===== config.mk =====
export PLATFORM = sky130hd
export DESIGN_NAME = mips_multicycle_ctrl
export DESIGN_NICKNAME = d
export VERILOG_FILES = /design/src/rtl/mips_multicycle_ctrl.sv
export SDC_FILE = /design/constraint.sdc
export NUM_CORES = 1
export LEC_CHECK = 0
export CORE_ASPECT_RATIO = 1.2
export CORE_MARGIN = 2
export CORE_UTILIZATION = 40
export CTS_CLUSTER_DIAMETER = 200
export DETAILED_ROUTE_END_ITERATION = 12
export PLACE_DENSITY = 0.7
export SKIP_CTS_REPAIR_TIMING = 1
export SKIP_LAST_GASP = 1
export SYNTH_ARGS = -nofsm -noshare
export SYNTH_HDL_FRONTEND = slang
export SYNTH_SLANG_ARGS = --single-unit

===== constraint.sdc =====
create_clock -name clk -period 3.4 [get_ports clk]
set_input_delay 0.34 -clock clk [delete_from_list [all_inputs] [get_ports clk]]
set_output_delay 0.34 -clock clk [all_outputs]
set_load 0.05 [all_outputs]

===== src/rtl/mips_multicycle_ctrl.sv =====
// Multi-cycle MIPS main controller: walks one instruction through fetch, decode,
// execute and writeback over a shared datapath. Optional jump support via MIPS_JUMP_EN.
module mips_multicycle_ctrl #(
  parameter logic [3:0] RESET_STATE = 4'd0
) (
  input  logic       clk,
  input  logic       reset,
  input  logic [5:0] op,
  input  logic [5:0] funct,
  input  logic       mem_ready,
  output logic       mem_req,
  output logic       mem_we,
  output logic       iord,
  output logic       ir_write,
  output logic       pc_write,
  output logic [1:0] pc_src,
  output logic       reg_write,
  output logic       reg_dst,
  output logic       mem_to_reg,
  output logic       alu_src_a,
  output logic [1:0] alu_src_b,
  output logic       ext_sel,
  output logic [2:0] aluop,
  output logic       retire,
  output logic       illegal,
  output logic [3:0] state_o
);

  localparam logic [3:0] S_FETCH   = 4'd0;
  localparam logic [3:0] S_DECODE  = 4'd1;
  localparam logic [3:0] S_MEMADR  = 4'd2;
  localparam logic [3:0] S_MEMRD   = 4'd3;
  localparam logic [3:0] S_MEMWB   = 4'd4;
  localparam logic [3:0] S_MEMWR   = 4'd5;
  localparam logic [3:0] S_REX     = 4'd6;
  localparam logic [3:0] S_RWB     = 4'd7;
  localparam logic [3:0] S_IEX     = 4'd8;
  localparam logic [3:0] S_IWB     = 4'd9;
  localparam logic [3:0] S_ILLEGAL = 4'd10;
`ifdef MIPS_JUMP_EN
  localparam logic [3:0] S_JUMP    = 4'd11;
  localparam logic [5:0] OP_J      = 6'b000010;
`endif

  localparam logic [5:0] OP_RTYPE = 6'b000000;
  localparam logic [5:0] OP_LW    = 6'b100011;
  localparam logic [5:0] OP_SW    = 6'b101011;
  localparam logic [5:0] OP_ADDIU = 6'b001001;
  localparam logic [5:0] OP_ORI   = 6'b001101;
  localparam logic [5:0] OP_LUI   = 6'b001111;
  localparam logic [5:0] FN_ADDU  = 6'b100001;

  localparam logic [2:0] ALU_ADD = 3'b010;
  localparam logic [2:0] ALU_ORI = 3'b001;
  localparam logic [2:0] ALU_LUI = 3'b000;

  logic [3:0] r_state;
  logic [3:0] w_next;
  logic [5:0] r_op;
  logic [5:0] r_funct;
  logic       r_illegal;

  always_ff @(posedge clk) begin
    if (reset) begin
      r_state   <= RESET_STATE;
      r_op      <= 6'd0;
      r_funct   <= 6'd0;
      r_illegal <= 1'b0;
    end else begin
      r_state <= w_next;
      if (r_state == S_DECODE) begin
        r_op    <= op;
        r_funct <= funct;
      end
      if (w_next == S_ILLEGAL) r_illegal <= 1'b1;
    end
  end

  always_comb begin
    w_next = r_state;
    case (r_state)
      S_FETCH:  if (mem_ready) w_next = S_DECODE;
      S_DECODE: begin
        case (op)
          OP_LW, OP_SW:             w_next = S_MEMADR;
          OP_RTYPE:                 w_next = (funct == FN_ADDU) ? S_REX : S_ILLEGAL;
          OP_ADDIU, OP_ORI, OP_LUI: w_next = S_IEX;
`ifdef MIPS_JUMP_EN
          OP_J:                     w_next = S_JUMP;
`endif
          default:                  w_next = S_ILLEGAL;
        endcase
      end
      S_MEMADR:  w_next = (r_op == OP_SW) ? S_MEMWR : S_MEMRD;
      S_MEMRD:   if (mem_ready) w_next = S_MEMWB;
      S_MEMWB:   w_next = S_FETCH;
      S_MEMWR:   if (mem_ready) w_next = S_FETCH;
      // Latched funct is rechecked so a corrupted decode cannot retire a bogus R-type.
      S_REX:     w_next = (r_funct == FN_ADDU) ? S_RWB : S_ILLEGAL;
      S_RWB:     w_next = S_FETCH;
      S_IEX:     w_next = S_IWB;
      S_IWB:     w_next = S_FETCH;
      S_ILLEGAL: w_next = S_ILLEGAL;
`ifdef MIPS_JUMP_EN
      S_JUMP:    w_next = S_FETCH;
`endif
      default:   w_next = S_ILLEGAL;
    endcase
  end

  always_comb begin
    mem_req    = 1'b0;
    mem_we     = 1'b0;
    iord       = 1'b0;
    ir_write   = 1'b0;
    pc_write   = 1'b0;
    pc_src     = 2'b00;
    reg_write  = 1'b0;
    reg_dst    = 1'b0;
    mem_to_reg = 1'b0;
    alu_src_a  = 1'b0;
    alu_src_b  = 2'b00;
    ext_sel    = 1'b0;
    aluop      = 3'b000;
    retire     = 1'b0;
    illegal    = 1'b0;
    state_o    = 4'd0;
    if (!reset) begin
      state_o = r_state;
      illegal = r_illegal;
      case (r_state)
        S_FETCH: begin
          mem_req   = 1'b1;
          alu_src_b = 2'b01;
          aluop     = ALU_ADD;
          ir_write  = mem_ready;
          pc_write  = mem_ready;
        end
        S_MEMADR: begin
          alu_src_a = 1'b1;
          alu_src_b = 2'b10;
          aluop     = ALU_ADD;
        end
        S_MEMRD: begin
          mem_req = 1'b1;
          iord    = 1'b1;
        end
        S_MEMWB: begin
          reg_write  = 1'b1;
          mem_to_reg = 1'b1;
          retire     = 1'b1;
        end
        S_MEMWR: begin
          mem_req = 1'b1;
          mem_we  = 1'b1;
          iord    = 1'b1;
          retire  = mem_ready;
        end
        S_REX: begin
          alu_src_a = 1'b1;
          aluop     = ALU_ADD;
        end
        S_RWB: begin
          reg_write = 1'b1;
          reg_dst   = 1'b1;
          retire    = 1'b1;
        end
        S_IEX: begin
          alu_src_a = 1'b1;
          alu_src_b = 2'b10;
          case (r_op)
            OP_ORI:  begin ext_sel = 1'b1; aluop = ALU_ORI; end
            OP_LUI:  begin ext_sel = 1'b1; aluop = ALU_LUI; end
            default: aluop = ALU_ADD;
          endcase
        end
        S_IWB: begin
          reg_write = 1'b1;
          retire    = 1'b1;
        end
`ifdef MIPS_JUMP_EN
        S_JUMP: begin
          pc_write = 1'b1;
          pc_src   = 2'b10;
          retire   = 1'b1;
        end
`endif
        default: ;
      endcase
    end
  end

endmodule


==> impl_metrics.tcl <==
set metrics [dict create \
    status "complete, no violations" \
    antenna_found_initial 0 \
    io_pins 38 \
    antenna_left 0 \
    diodes 0 \
    final.setup.tns_ns 0 \
    start_util 0.430 \
    min_path_type "reg2reg" \
    wl_per_cell_um 12.3 \
    slew_viol_final 0 \
    slew_headroom 0.524 \
    min_period_ns 2.77 \
    synth_edf_count 0 \
    clk_latency_ns 0.28 \
    path_cells "nor3_1 -> and2_1 -> or2_2 -> clkdlybuf4s50_1" \
    ys_seq_area_frac 0.307 \
    slowest_stage "dfxtp_1" \
    synthFlopType "dfxtp_1" \
    cts_sinks 17 \
    cts_tree "yes" \
    max_stage_delay_ns 0.77 \
    async_flop_share 0 \
    layout.nets 194 \
    drive_gt1_frac 0.0506 \
    netlist_area_um2 1110 \
    gp_congestion 0.767 \
    synth_seq_cells 17 \
    peakVddDrop_mv 0.369 \
    area_delta_synth_final_pct 31.1 \
    firstDrtPassIters 4 \
    utilization 0.563 \
    cp_max_fo 19 \
    ys_types 40 \
    cts-buffers-inserted 3 \
    core_area_um2 2580 \
    finalWirelength_um 2590 \
    grt_pass1_wl_um 4430 \
    period_share 0.815 \
    rows 20 \
    power_density_nw_per_um2 649 \
    grt_max_degree 21 \
    cp_data_required_time_ns 3.06 \
    synth_top_area_share 0.307 \
    maxCapViolCount 0 \
    path_delay_family "flip-flops" \
    worstSetupPathType "reg2out" \
    fillCellCount 254 \
    dpl.hpwl_um 2030 \
    overflow 0 \
    dieHeight_um 61.6 \
    first_iter_violations 19 \
    synth.area.top_cells "dfxtp_1, nand2_1, a21oi_1" \
    die_area_um2 3210 \
    ff_latch_area_um2 340 \
    crit_arrival_ns 2.43 \
    syn_inst 151 \
    pre_cts_slack_ns 0.694 \
    port_buffers 34 \
    multi_input_area_um2 687 \
    clk_path_buf_depth 2 \
    rsz0062_at_grt "no" \
    h-tree-depth 1 \
    p_total_mw 0.942 \
    vias 1126 \
    die_w_um 52.0 \
    cts.clk_slew.worst_paths_ns 0.09 \
    grt_usage 0.180 \
    critPathCaptureType "output port" \
    skew_ns 0.00175 \
    start_kind "flop" \
    hold_slack_ns 0.455 \
    cts-root-buf "clkbuf_4" \
    worst-path-buf-inv 1 \
    power.leakage_nw 0.496 \
    grt_pass1_vias 1026 \
    worst_slew_pin_slew_ns 0.710 \
    max_freq_mhz 361 \
    yosysTopAreaCell "dfxtp_1" \
    hold_viol 0 \
    finalSetupViolCount 0 \
    synth.avg_cell_area_um2 7.33 \
    vias_per_cell 5.34 \
    drc 0 \
    worst_slack_ns 0.628 \
    yosysWarnings 0 \
]
==> final timing paths <==
kind,from,slack [ns],to,cells after the start
setup / recovery,r_state[1]$_SDFF_PP0_,0.63,mem_req,4
setup reg to reg,r_state[0]$_SDFF_PP0_,1.43,r_illegal$_SDFFE_PP0N_,4
hold / removal,r_funct[0]$_SDFFE_PP0P_,0.46,r_funct[0]$_SDFFE_PP0P_,2
hold reg to reg,r_funct[0]$_SDFFE_PP0P_,0.46,r_funct[0]$_SDFFE_PP0P_,2
==> synth_stat cells (2+ instances only) <==
master	instances
nand2_1	26
dfxtp_1	17
nor2b_1	8
a21oi_1	17
a31oi_1	4
o21ai_0	4
nor2_1	11
buf_2	7
xnor2_1	2
nand2b_1	4
nor4_1	2
inv_1	3
buf_4	4
or3_1	2
nor3_1	5
nor3b_1	2
and3_1	4
nor4b_1	3
nand3_1	2
clkbuf_1	2
and2_1	3
==> state kept, by name, summed over array words and instances (netlist names) <==
signal / flops
r_op: 6
r_state: 4
r_illegal: 1
r_funct: 6
==> where the power goes <==
part | switching (mW) | total (mW) | internal [mW] | leakage, nW
Clock | 0.0585 | 0.104 | 0.0455 | 0.0150
Sequential | 0.0852 | 0.331 | 0.245 | 0.139
Combinational | 0.305 | 0.507 | 0.202 | 0.342
==> routing by layer <==
metal,vias up,wire length [um],share of wire,track usage
li1,576,-,-,-
met1,512,1120,0.43,0.206
met2,36,1300,0.50,0.336
met3,2,161,0.062,0.0364
met4,0,8,0.0031,0.0526
met5,-,0,0,0
==> stage by stage <==
stage	instance area, um2	cells
after global routing	1450	211
after detailed placement	1430	207
after global placement	1430	207
final	1450	211
after CTS	1450	211
after floorplan	1110	153
==> cell type report <==
class	instances	area share
inverters	3	0.00776
well taps	33	0.0284
multi-input cells	119	0.473
repair buffers	35	0.238
flip-flops and latches	17	0.234
clock buffers	4	0.0181
==> tightest hold or removal path, cell delays in order (launching register included) <==
cell     delay, ns
dfxtp_1       0.32
nand2_1       0.05
a21oi_1       0.05
==> layout by cell type (no fill, tap or decap), types with 2 or more instances in the layout <==
cell,instances
clkdlybuf4s50_1,33
nand2b_1,4
o21ai_0,4
buf_4,2
nor4_1,2
nor3b_1,2
inv_1,3
nor4b_1,3
clkbuf_4,3
nor3_1,5
and3_1,4
conb_1,3
nor2b_1,8
dfxtp_1,17
or3_1,2
xnor2_1,2
a21oi_1,17
nand3_1,2
nand2_1,26
a31oi_1,4
and2_1,3
nor2_1,11
==> cell families (layout without fill, tap and decap cells) <==
kind of cell,count (synthesis),in the layout,synth area share
AOI/OAI and AO/OA,32,32,0.172
and+or+nand+nor,81,81,0.414
xor gates and xnor gates,2,2,0.0158
muxes,1,1,0.00904
buffers and inverters,17,42,0.0791
other,1,3,0.00339
DFF,17,17,0.307
Power figures use the tool's default switching activity.
==> patch 1 (same flow settings) <==
Build with the macro `MIPS_JUMP_EN` defined.
--- a/src/rtl/mips_multicycle_ctrl.sv
+++ b/src/rtl/mips_multicycle_ctrl.sv
@@ -1,5 +1,7 @@
 // Multi-cycle MIPS main controller: walks one instruction through fetch, decode,
 // execute and writeback over a shared datapath. Optional jump support via MIPS_JUMP_EN.
+`define MIPS_JUMP_EN
+
 module mips_multicycle_ctrl #(
   parameter logic [3:0] RESET_STATE = 4'd0
 ) (
Function: changed (Yosys sat finds a counterexample within 4 cycles, from zero or initial values and one cycle with reset high).
==> patch 1 against the original RTL <==
  * Cell count up 0.47%
  * Final area up 2.3%
  * Sequential power down 18%
  * Count of clock-buffer cells in the layout unchanged
  * Sequential share of layout area down 0.53 points
  * Synthesized area up 0.68%
  * Sequential cell count unchanged
  * Core utilization up 0.76 points
  * Synthesized cell count down 1.3%
  * First-iteration DRC count up 89%
  * Setup slack worse by 0.13 ns
  * Power down 26%
  * Routed wire length up 6.5%
==> patch 1: results (changes against the original RTL) <==
stage;metric;value;unit;change
clock_tree;cts_htree_levels;1;;unchanged
clock_tree;cts_buffers;3;;unchanged
cells_and_area;finalNetCount;195;;+0.52%
worst_setup_path;crit_end;pc_write;;
worst_setup_path;cpLargestDelayFamily;buffers and inverters;;
routing;wl_met3;151;um;-6.2%
synthesis;synth_ff_type;dfxtp_1;;
worst_setup_path;arrival;2.56;ns;+0.13 ns
grt;grt_pass1_vias;1049;;+2.2%
worst_setup_path;r2r_slack;1.29;ns;-0.14 ns
grt;track_usage;18.4;%;+0.36 points
placed_design;io_buffer_count;35;;+2.9%
grt;grt_max_degree;19;;-9.5%
min_path;hp-start;r_funct[3];;
synthesis;ys_top_cells_by_area;dfxtp_1 31%, nand2_1 10%, a21oi_1 7.2%;;
routing;vias;1154;;+2.5%
routing;firstDrtPassIters;4;;unchanged
status;status;finished, final reports clean;;
cells_and_area;drive_gt1_share;8.38;%;+3.3 points
worst_setup_path;crit_start;reset;;
placed_design;dpl_cell_area;1460;sq um;+2.4%
synthesis;synthTopCellsByCount;30 x nand2_1, 17 x dfxtp_1, 16 x a21oi_1;;
synthesis;ys_seq_area_share;30.5;%;-0.21 points
worst_setup_path;crit_fanout;18;;-1
worst_setup_path;r2r_end;r_illegal;;
synthesis;synth_warnings;0;;unchanged
clock_tree;cts.path.max_buffers;2;;unchanged
placed_design;routabilityCongestion;0.858;;+12%
grt;grt_antenna_before_repair;0;;unchanged
routing;wl_met2;1400;um;+7.3%
clock_tree;cts.reportedPaths.clkPinSlew;0.10;ns;
placed_design;dp_hpwl;2130;um;+5.2%
clock_tree;clock_latency;0.28;ns;about the same
worst_setup_path;r2r_cells;5;;+1
cells_and_area;n_fill_cell;268;;+5.5%
timing;skew;0.00187;ns;+0.000117 ns
clock_tree;cts.root.buffer_cell;clkbuf_4;;
power_and_ir_drop;leakage;0.508;nW;+2.3%
routing;dr.max_layer_used;met4;;
grt;grt_first_pass_wirelength;4520;um;+2.0%
cells_and_area;reg_top3;r_funct (6), r_op (6), r_state (4);;
power_and_ir_drop;ir_drop;0.298;mV;-19%
min_path;hold_path_depth;2;;unchanged
routing;drtIter0Drc;36;;+17
synthesis;ys_types;45;;+13%
cells_and_area;final_util;57.1;%;+0.76 points
worst_setup_path;max_stage_delay;0.79;ns;+0.02 ns
timing;slew_headroom;58.6;%;+6.2 points
routing;drt-met1-wl;1190;um;+6.7%
cells_and_area;n_antenna_cell;0;;unchanged
min_path;worstHoldEndpoint;r_funct[3];;
synthesis;async_reset_ff_share;0;%;unchanged
worst_setup_path;cp_slowest_cell;clkdlybuf4s50_1;;
routing;avgRoutedWirePerCell;13.0;um;+6.0%
## patch 1: logic make-up (layout without fill, tap and decap cells)
family | count (synthesis) | in the layout | synth area share [%]
other | 1 | 2 | 0.336
AOI/OAI and AO/OA | 30 | 30 | 20.3
and+or+nand+nor | 81 | 81 | 37.9
buffers and inverters | 15 | 44 | 6.51
xor gates and xnor gates | 2 | 2 | 1.57
DFF | 17 | 17 | 30.5
adders and majority gates | 1 | 1 | 0.898
muxes | 2 | 2 | 1.91
## patch 1: area by class of cell
cell class	count	area share, %
clock buffers	4	1.77
multi-input cells	118	47.6
repair buffers	36	23.9
well taps	33	2.78
inverters	4	1.01
flip-flops and latches	17	22.9
## patch 1: where the power goes
| part | leakage [nW] | switching, W | internal (W) |
|---|---|---|---|
| Sequential | 0.139 | 0.0000443 | 0.000225 |
| Combinational | 0.354 | 0.000195 | 0.000122 |
| Clock | 0.0150 | 0.0000607 | 0.0000455 |
| Total | 0.508 | 0.000300 | 0.000393 |
## patch 1: metal layers
layer  GRT usage [%]  up-vias
met5               0        -
met3            2.15        2
met2            36.3       43
met4            4.40        0
met1            20.9      532
li1                -      577
## patch 1: through the flow
stage          hold WS [ns]  std cells  setup WS (ns)  total power [W]
2_1_floorplan         0.431        150          0.353         0.000504
3_3_place_gp          0.443        208          0.598         0.000586
3_5_place_dp          0.449        208          0.513         0.000592
4_1_cts               0.465        212          0.509         0.000698
5_1_grt               0.494        212          0.344         0.000736
6_report              0.462        212          0.501         0.000693
## patch 1: worst register-to-register path, delay by kind of cell, from the launching register on
kind / cells / cell delay (ns)
DFF: 1 / 0.70
and+or+nand+nor: 2 / 0.67
AOI/OAI and AO/OA: 3 / 0.67
==> patch 2 (same flow settings) <==
Without the edit above. Reset style: asynchronous (`reset`), changed in one clocked block.
--- a/src/rtl/mips_multicycle_ctrl.sv
+++ b/src/rtl/mips_multicycle_ctrl.sv
@@ -60,7 +60,7 @@
   logic [5:0] r_funct;
   logic       r_illegal;
 
-  always_ff @(posedge clk) begin
+  always_ff @(posedge clk or posedge reset) begin
     if (reset) begin
       r_state   <= RESET_STATE;
       r_op      <= 6'd0;
Function: no difference found for any inputs over 10 cycles, from zero or initial values and one cycle with reset high; that may be too few to reach the edited logic, so the function may still have changed.
==> patch 2 against the original RTL <==
  * Hold slack improved by 0.019 ns
  * Sequential cell count unchanged
  * Final area is 3.5% higher
  * Non-clock buffer count is the same
  * Setup slack got worse by 0.11 ns
  * Routed wire length about the same
  * Synthesized area grew 5.2%
  * Die area increased by 4.8%
  * Highest routed layer unchanged
Power is not compared: it rests on default switching activity, and its combinational part moved more than twofold at a synthesized area within 25%.
==> patch 2: results (changes against the original RTL) <==
stage;metric;value;unit;change
cells_and_area;drive_gt1_share;5.65;%;+0.59 points
cells_and_area;finalNetCount;193;;-0.52%
synthesis;synthTopCellsByCount;40 x nand2_1, 17 x dfrtp_1, 15 x nor2_1;;
placed_design;dpl_cell_area;1480;sq um;+3.5%
worst_setup_path;r2r_end;r_illegal;;
worst_setup_path;max_stage_delay;0.81;ns;+0.04 ns
routing;wl_met2;1230;um;-5.9%
cells_and_area;n_fill_cell;300;;+18%
synthesis;synth-xor-area-share;0.752;%;-0.83 points
min_path;hp-start;r_op[3];;
routing;drtIter0Drc;27;;+8
grt;track_usage;16.9;%;-1.1 points
synthesis;synthMuxAreaShare;0;%;-0.90 points
worst_setup_path;r2r_cells;4;;unchanged
min_path;min_path_type;reg -> reg;;
grt;grt_first_pass_wirelength;4420;um;-0.16%
synthesis;syn_inst;149;;-1.3%
synthesis;synth_ff_type;dfrtp_1;;
timing;tightest_slew;0.632;ns;-0.0788 ns
routing;vias;1109;;-1.5%
grt;grt_max_degree;20;;-4.8%
min_path;worstHoldEndpoint;r_op[3];;
worst_setup_path;cpLargestDelayFamily;simple AND/OR/NAND/NOR gates;;
synthesis;ys_top_cells_by_area;dfrtp_1 37%, nand2_1 13%, nor2_1 4.8%;;
synthesis;ys_seq_area_share;36.5;%;+5.8 points
worst_setup_path;reg2reg_from;r_state[1];;
placed_design;dp_hpwl;2040;um;+0.85%
placed_design;pre_cts_ws;0.742;ns;+0.0476 ns
worst_setup_path;crit_fanout;17;;-2
status;status;finished, final reports clean;;
clock_tree;clock_latency;0.30;ns;+0.02 ns
routing;drt-met1-wl;1150;um;+2.4%
routing;wl_met3;186;um;+16%
synthesis;ys_types;43;;+7.5%
routing;routed_wl;2590;um;about the same
worst_setup_path;cp_slowest_cell;clkdlybuf4s50_1;;
grt;grt_pass1_vias;1037;;+1.1%
synthesis;synth_compound_area_share;10.5;%;-6.6 points
synthesis;synth_warnings;0;;unchanged
timing;skew;0.0106;ns;+0.00884 ns
placed_design;routabilityCongestion;0.789;;+2.8%
synthesis;async_reset_ff_share;100;%;+100 points
patch 2: cell count changes after synthesis, moves of 3 or more:
cell / unedited run / this run
a21oi_1: 17 / 2
and3_1: 4 / 1
buf_2: 7 / 4
dfrtp_1: 0 / 17
dfxtp_1: 17 / 0
nand2_1: 26 / 40
nand4_1: 1 / 5
nor2_1: 11 / 15
nor3_1: 5 / 2
o21ai_0: 4 / 1
o21ai_1: 0 / 3
patch 2: worst min-delay path, stage by stage, from the launching register on:
cell and delay [ns]:
dfrtp_1 0.35, nand2_1 0.05, nand2_1 0.05
patch 2: routing by layer:
layer	vias to the layer above	global-route usage [%]
met5	-	0
met4	0	4.81
met3	5	1.42
met2	42	29.3
met1	507	21.8
li1	555	-
patch 2: worst max-delay path by stage:
stage,from,endpoint,slack (ns),depth (start not counted)
4_1_cts,r_state[1],aluop[0],0.52,4
3_3_place_gp,reset,aluop[0],0.75,5
2_1_floorplan,r_state[0],mem_req,0.56,4
3_5_place_dp,reset,aluop[0],0.74,5
6_report,r_state[1],aluop[0],0.52,4
5_1_grt,r_state[1],aluop[0],0.38,4
patch 2: through the flow:
step                      hold slack, ns  util (%)
final                              0.474      54.0
after global routing               0.512      54.0
after CTS                          0.479      54.0
after detailed placement           0.455      53.0
after global placement             0.454      53.0
after floorplan                    0.437         -
patch 2: cell families (layout without fill, tap and decap cells):
| logic type | count (synthesis) | after routing |
|---|---|---|
| buffers and inverters | 15 | 41 |
| other | 1 | 3 |
| DFF | 17 | 17 |
| AOI/OAI and AO/OA | 18 | 18 |
| and+or+nand+nor | 97 | 97 |
| xor gates and xnor gates | 1 | 1 |
patch 2: power groups by stage:
stage	combinational, W	clock, W	sequential (W)
finish	0.0000482	0.000109	0.000202
global route	0.0000517	0.000121	0.000202
CTS	0.0000487	0.000111	0.000202
detailed placement	0.0000485	0	0.000206
global placement	0.0000481	0	0.000206
floorplan	0.0000246	0	0.000206
patch 2: final cells by class:
| type | instances | area, sq um | share of cell area [%] |
|---|---|---|---|
| Clock buffer | 3 | 22.5 | 1.50 |
| Clock inverter | 1 | 5.00 | 0.333 |
| Inverter | 2 | 7.51 | 0.500 |
| Multi-Input combinational cell | 119 | 652 | 43.4 |
| Sequential cell | 17 | 425 | 28.3 |
| Tap cell | 34 | 42.5 | 2.83 |
| Timing Repair Buffer | 35 | 348 | 23.1 |
